--- config.mk ---
export PLATFORM = sky130hd
export DESIGN_NAME = aes_round_ctrl_flat
export DESIGN_NICKNAME = d
export VERILOG_FILES = /design/src/rtl/aes_round_ctrl_if.sv /design/src/rtl/aes_round_ctrl.sv /design/src/flat_wrapper.sv
export SDC_FILE = /design/constraint.sdc
export NUM_CORES = 1
export LEC_CHECK = 0
export CAP_MARGIN = 40
export CORE_AREA = 2 2 50 64
export DETAILED_ROUTE_END_ITERATION = 6
export DIE_AREA = 0 0 52 66
export GPL_TIMING_DRIVEN = 1
export PLACE_DENSITY_LB_ADDON = 0.12
export SLEW_MARGIN = 20
export SYNTH_ARGS = -nofsm -noshare
export SYNTH_HDL_FRONTEND = slang
export SYNTH_SLANG_ARGS = --single-unit
export TNS_END_PERCENT = 100
--- constraint.sdc ---
create_clock -name clk -period 1.8 [get_ports clk]
set_input_delay 0.27 -clock clk [delete_from_list [all_inputs] [get_ports clk]]
set_output_delay 0.27 -clock clk [all_outputs]
set_load 0.05 [all_outputs]
--- src/rtl/aes_round_ctrl_if.sv ---
// Host / round-datapath handshake bundle for the AES round sequencer.
// The slave view belongs to the controller, and the master view to whatever drives it.
interface aes_round_ctrl_if;
    logic       start;
    logic       new_key;
    logic [1:0] mode_in;
    logic       abort;
    logic       key_done;
    logic       ready;
    logic       key_start;
    logic       keygen;
    logic       enc;
    logic       set;
    logic [4:0] round;
    logic       done;
    logic [1:0] mode;
    logic       out_valid;
    logic       err;

    modport slave (
        input  start, new_key, mode_in, abort, key_done,
        output ready, key_start, keygen, enc, set, round, done, mode, out_valid, err
    );

    modport master (
        output start, new_key, mode_in, abort, key_done,
        input  ready, key_start, keygen, enc, set, round, done, mode, out_valid, err
    );
endinterface

--- src/rtl/aes_round_ctrl.sv ---
// AES-128/192/256 round sequencer. It runs key expansion only when the cached key is unusable,
// then steps the round index from 2 up to Nr+2.
module aes_round_ctrl (
    input  logic            clk,
    input  logic            rst_n,
    aes_round_ctrl_if.slave bus
);
    localparam logic [1:0] S_IDLE      = 2'd0;
    localparam logic [1:0] S_KEYGEN    = 2'd1;
    localparam logic [1:0] S_LOAD      = 2'd2;
    localparam logic [1:0] S_ROUND     = 2'd3;
    localparam logic [1:0] MODE_RSVD   = 2'b11;
    localparam logic [4:0] ROUND_FIRST = 5'd2;
    localparam logic [4:0] ROUND_BASE  = 5'd12;

    logic [1:0] r_state;
    logic [1:0] r_mode;
    logic [1:0] r_key_mode;
    logic [4:0] r_round;
    logic       r_enc;
    logic       r_key_ok;
    logic       r_key_start;
    logic       r_out_valid;
    logic       r_err;

    logic       w_idle;
    logic       w_accept;
    logic       w_reject;
    logic       w_need_key;
    logic       w_last;
    logic [4:0] w_last_round;

    always_comb begin
        w_idle       = (r_state == S_IDLE);
        w_accept     = w_idle && bus.start && (bus.mode_in != MODE_RSVD);
        w_reject     = w_idle && bus.start && (bus.mode_in == MODE_RSVD);
        w_need_key   = bus.new_key || !r_key_ok || (bus.mode_in != r_key_mode);
        // Final round index Nr+2 equals 12 + 2*mode for the three legal modes.
        w_last_round = ROUND_BASE + {2'b00, r_mode, 1'b0};
        w_last       = (r_state == S_ROUND) && (r_round == w_last_round);
    end

    always_ff @(posedge clk) begin
        if (!rst_n) begin
            r_state     <= S_IDLE;
            r_mode      <= '0;
            r_key_mode  <= '0;
            r_round     <= '0;
            r_enc       <= 1'b0;
            r_key_ok    <= 1'b0;
            r_key_start <= 1'b0;
            r_out_valid <= 1'b0;
            r_err       <= 1'b0;
        end else begin
            r_key_start <= 1'b0;
            r_out_valid <= 1'b0;
            r_err       <= 1'b0;
            case (r_state)
                S_IDLE: begin
                    if (w_reject) begin
                        r_err <= 1'b1;
                    end else if (w_accept) begin
                        r_mode <= bus.mode_in;
                        if (w_need_key) begin
                            r_state     <= S_KEYGEN;
                            r_key_start <= 1'b1;
                            r_enc       <= 1'b0;
                        end else begin
                            r_state <= S_LOAD;
                            r_round <= ROUND_FIRST;
                            r_enc   <= 1'b1;
                        end
                    end
                end
                S_KEYGEN: begin
                    // Abort takes priority over a coincident key_done and discards the key.
                    if (bus.abort) begin
                        r_state  <= S_IDLE;
                        r_round  <= '0;
                        r_key_ok <= 1'b0;
                    end else if (bus.key_done) begin
                        r_key_ok   <= 1'b1;
                        r_key_mode <= r_mode;
                        r_state    <= S_LOAD;
                        r_round    <= ROUND_FIRST;
                        r_enc      <= 1'b1;
                    end
                end
                S_LOAD: begin
                    if (bus.abort) begin
                        r_state <= S_IDLE;
                        r_round <= '0;
                    end else begin
                        r_state <= S_ROUND;
                    end
                end
                S_ROUND: begin
                    if (bus.abort) begin
                        r_state <= S_IDLE;
                        r_round <= '0;
                    end else if (w_last) begin
                        r_state     <= S_IDLE;
                        r_round     <= '0;
                        r_out_valid <= 1'b1;
                    end else begin
                        r_round <= r_round + 5'd1;
                    end
                end
                default: begin
                    r_state <= S_IDLE;
                    r_round <= '0;
                end
            endcase
        end
    end

    assign bus.ready     = w_idle;
    assign bus.key_start = r_key_start;
    assign bus.keygen    = (r_state == S_KEYGEN);
    assign bus.enc       = r_enc;
    assign bus.set       = (r_state == S_LOAD);
    assign bus.round     = r_round;
    assign bus.done      = w_last;
    assign bus.mode      = r_mode;
    assign bus.out_valid = r_out_valid;
    assign bus.err       = r_err;
endmodule
--- src/flat_wrapper.sv ---
// flat-port wrapper written by rule: the top's interface ports become plain ports
module aes_round_ctrl_flat 
  (clk, rst_n, bus_start, bus_new_key, bus_mode_in, bus_abort, bus_key_done, bus_ready, bus_key_start, bus_keygen, bus_enc, bus_set, bus_round, bus_done, bus_mode, bus_out_valid, bus_err);
  aes_round_ctrl_if bus_i ();
  input  logic clk;
  input  logic rst_n;
  input wire logic [$bits(bus_i.start)-1:0] bus_start;
  input wire logic [$bits(bus_i.new_key)-1:0] bus_new_key;
  input wire logic [$bits(bus_i.mode_in)-1:0] bus_mode_in;
  input wire logic [$bits(bus_i.abort)-1:0] bus_abort;
  input wire logic [$bits(bus_i.key_done)-1:0] bus_key_done;
  output wire logic [$bits(bus_i.ready)-1:0] bus_ready;
  output wire logic [$bits(bus_i.key_start)-1:0] bus_key_start;
  output wire logic [$bits(bus_i.keygen)-1:0] bus_keygen;
  output wire logic [$bits(bus_i.enc)-1:0] bus_enc;
  output wire logic [$bits(bus_i.set)-1:0] bus_set;
  output wire logic [$bits(bus_i.round)-1:0] bus_round;
  output wire logic [$bits(bus_i.done)-1:0] bus_done;
  output wire logic [$bits(bus_i.mode)-1:0] bus_mode;
  output wire logic [$bits(bus_i.out_valid)-1:0] bus_out_valid;
  output wire logic [$bits(bus_i.err)-1:0] bus_err;
  assign bus_i.start = bus_start;
  assign bus_i.new_key = bus_new_key;
  assign bus_i.mode_in = bus_mode_in;
  assign bus_i.abort = bus_abort;
  assign bus_i.key_done = bus_key_done;
  assign bus_ready = bus_i.ready;
  assign bus_key_start = bus_i.key_start;
  assign bus_keygen = bus_i.keygen;
  assign bus_enc = bus_i.enc;
  assign bus_set = bus_i.set;
  assign bus_round = bus_i.round;
  assign bus_done = bus_i.done;
  assign bus_mode = bus_i.mode;
  assign bus_out_valid = bus_i.out_valid;
  assign bus_err = bus_i.err;
  aes_round_ctrl u_core (.clk(clk), .rst_n(rst_n), .bus(bus_i));
endmodule
==> qor.yml <==
yosys:
  synth_ff_type: "dfxtp_1"
  synth_warnings: 0
  syn_inst: 98
  async_reset_ff_share_pct: 0
  yosysTopAreaCellShare_pct: 38.8
  synthTopCellsByCount: "16 x dfxtp_1, 14 x nand2_1, 13 x nor2_1"
  syn_nets: 107
  ys_seq_elements: 16
  synthesis.area_um2: 826
  avgSynthCellArea_um2: 8.43
  synth.most_common_cell: "dfxtp_1"
  yosys.area.top_type: "dfxtp_1"
  synthDistinctLibCells: 33
  synth.area.top_cells: "dfxtp_1 39%, nand2_1 6.4%, nor2_1 5.9%"
  synth_edf_count: 0
  ys_seq_area_share_pct: 38.8
route:
  wire_per_inst_um: 12.5
  vias_per_cell: 4.73
  drtIter0Drc: 15
  dr.pass1.iters: 4
  drc: 0
  vias: 838
  wl_um: 2220
  ant_nets: 0
worst_setup_path:
  startpoint_type: "register"
  cp_max_fo: 3
  path_cells: "nand4bb_4, a2111oi_4, buf_4, buf_12"
  path_buf_inv: 2
  max_stage_delay_ns: 0.42
  reg2reg_slack_ns: 0
  reg2reg_depth: 6
  timing.rr.end: "u_core.bus.round[4]$_SDFFE_PN0P_"
  worstPathRequired_ns: 1.53
  cp.arrival_ns: 1.63
  path_delay_family: "compound AO/OA/AOI/OAI gates"
  end_kind: "primary output"
  cp_slowest_cell: "a2111oi_4"
  critPathKind: "reg2out"
  worstReg2RegStart: "u_core.bus.round[2]$_SDFFE_PN0P_"
sta:
  max_slew_margin_pct: 66.6
  finalWorstSetupSlack_ns: -0.0959
  tightest_slew_ns: 0.499
  drv_slew: 0
  finalSetupViolations: 2
  fmax_mhz: 527
  hold_viol_final: 0
  finalSetupTns_ns: -0.0971
  period_share_pct: 105
  period_needed_ns: 1.90
  rsz0062_at_grt: "true"
  clock-skew-final_ns: 0.0106
cts:
  cts_tree: "done"
  clock_path_buffers: 2
  clk_pin_slew_worst_paths_ns: 0.10
  ctsHtreeMaxLevel: 1
  cts_num_sinks: 16
  clk_latency_ns: 0.29
  cts_buffers: 3
  cts-root-buf: "clkbuf_4"
hold_path:
  hold_depth: 2
  hp-class: "reg2reg"
  hp-start: "u_core.r_key_mode[0]$_SDFFE_PN0P_"
  whs_endpoint: "u_core.r_key_mode[0]$_SDFFE_PN0P_"
pwr:
  p_sw_share_pct: 33.2
  power.density_mw_per_mm2: 624
  clockPowerShare_pct: 23.0
  ir_drop_v: 0.000286
  p_comb_share_pct: 32.6
  sequentialPowerShare_pct: 44.4
  p_switching_uw: 289
  internal-power_uw: 581
  leakage_nw: 0.618
layout:
  seqCellArea_um2: 338
  nFillCells: 288
  drive_gt1_share_pct: 32.6
  nets: 151
  diodes: 0
  syn_to_final_growth_pct: 68.6
  multiInputGateArea_um2: 541
  stdcell_area_mm2: 0.00139
  fin_cells: 177
global_routing:
  grtUsageTotal_pct: 14.6
  grt_pass1_vias: 836
  grt_pass1_wl_um: 3680
  grt_overflow: 0
  antenna_found_initial: 0
  grt_max_degree: 12
placed_design:
  dp_hpwl_um: 1600
  placed_cells: 165
  io_buffers: 22
  place_area_mm2: 0.00124
  place.gp.congestion: 0.769
floorplanning:
  die_x_um: 52
  start_util_pct: 29.1
  die-area_mm2: 0.00343
  core-area_mm2: 0.00284
  fp-row-count: 22
  io_pins: 23
  die_h_um: 66
outcome:
  violations: "negative setup slack"
  status: "complete, but fails checks"
job:
  drv_cap: 0
-- metal layers --
layer / GRT usage [%] / routed length [µm] / up-vias
met4: 8.22 / 23 / 0
met3: 2.49 / 81 / 2
li1: - / - / 436
met5: 0 / 0 / -
met1: 16.2 / 898 / 384
met2: 25.5 / 1220 / 16
-- stage by stage --
stage	hold WS [ns]	total power [mW]	utilization, %	setup WS (ns)
floorplan	0.411	0.551	-	-0.395
global placement	0.489	0.670	43.6	-0.0904
detailed placement	0.488	0.670	43.6	-0.0909
CTS	0.507	0.879	46.2	-0.101
global route	0.530	0.919	49.1	-0.147
finish	0.502	0.870	49.1	-0.0959
-- state kept, by name, indices dropped and copies added, names as in the netlist --
register,flops
u_core.r_key_ok,1
u_core.bus.err,1
u_core.bus.out_valid,1
u_core.bus.enc,1
u_core.r_state,2
u_core.bus.mode,2
u_core.bus.key_start,1
u_core.bus.round,5
u_core.r_key_mode,2
-- tightest hold or removal path, delay by kind of cell, from the launching register on --
| kind | cells | cell delay, ns |
|---|---|---|
| flip-flops | 1 | 0.33 |
| AO/OA/AOI/OAI | 2 | 0.13 |
-- cell type report --
cell class,count,share of cell area (%)
clock buffer,4,1.89
inverter,2,0.539
multi-input combinational,77,38.8
sequential,16,24.3
tap,36,3.23
timing repair buffer,42,31.3
-- cells by family after synthesis --
group	after synthesis	synth area share, %
flip-flops	16	38.8
XOR/XNOR	3	3.18
buffers and inverters	5	2.42
AND/OR/NAND/NOR	47	30.3
adder cells (fa/ha/maj)	1	1.51
AO/OA/AOI/OAI	26	23.8
-- worst max-delay path by stage --
stage                                startpoint  depth (start not counted)                          endpoint
2_1_floorplan  u_core.bus.round[3]$_SDFFE_PN0P_                          5  u_core.bus.round[3]$_SDFFE_PN0P_
3_3_place_gp                     bus_mode_in[1]                          7  u_core.bus.round[3]$_SDFFE_PN0P_
3_5_place_dp                     bus_mode_in[0]                          7  u_core.bus.round[4]$_SDFFE_PN0P_
4_1_cts        u_core.bus.round[4]$_SDFFE_PN0P_                          4                          bus_done
5_1_grt        u_core.bus.round[2]$_SDFFE_PN0P_                          4                          bus_done
6_report       u_core.bus.round[2]$_SDFFE_PN0P_                          4                          bus_done
-- power by group through the flow --
stage / registers (mW) / clock network (mW) / logic [mW]
after global routing: 0.389 / 0.225 / 0.305
after CTS: 0.386 / 0.210 / 0.283
after global placement: 0.397 / 0 / 0.274
after detailed placement: 0.397 / 0 / 0.273
after floorplan: 0.434 / 0 / 0.117
final: 0.386 / 0.200 / 0.283
-- cell usage in the layout, fill, tap and decap left out, drive strengths merged --
master         netlist  layout
dlymetal6s2s         0       2
a2111oi              1       1
inv                  2       2
o21ai                8       8
and3b                1       1
a211o                2       2
nand2               14      14
xnor2                2       2
or2                  1       1
nor3b                2       2
o311a                1       1
nand4bb              2       2
o221ai               1       1
a21o                 3       3
nor2b                2       2
dfxtp               16      16
and2b                1       1
nor3                 5       5
a21boi               2       2
buf                  1      26
o32ai                1       1
nor2                13      13
o221a                1       1
xor2                 1       1
nand4b               1       1
clkbuf               2       4
ha                   1       1
a21oi                4       4
o21bai               1       1
a211oi               1       1
clkdlybuf4s50        0      14
nand3b               1       1
and3                 1       1
nand3                3       3
-- timing repair --
item / 4_1_cts / 5_1_grt
endpoints found under the setup margin: 1 / 6
buffers inserted: 4 / 5
resized for setup: 1 / 7
hold buffers: 0 / 0
pin swaps: 1 / 4
Power figures use the tool's default switching activity.
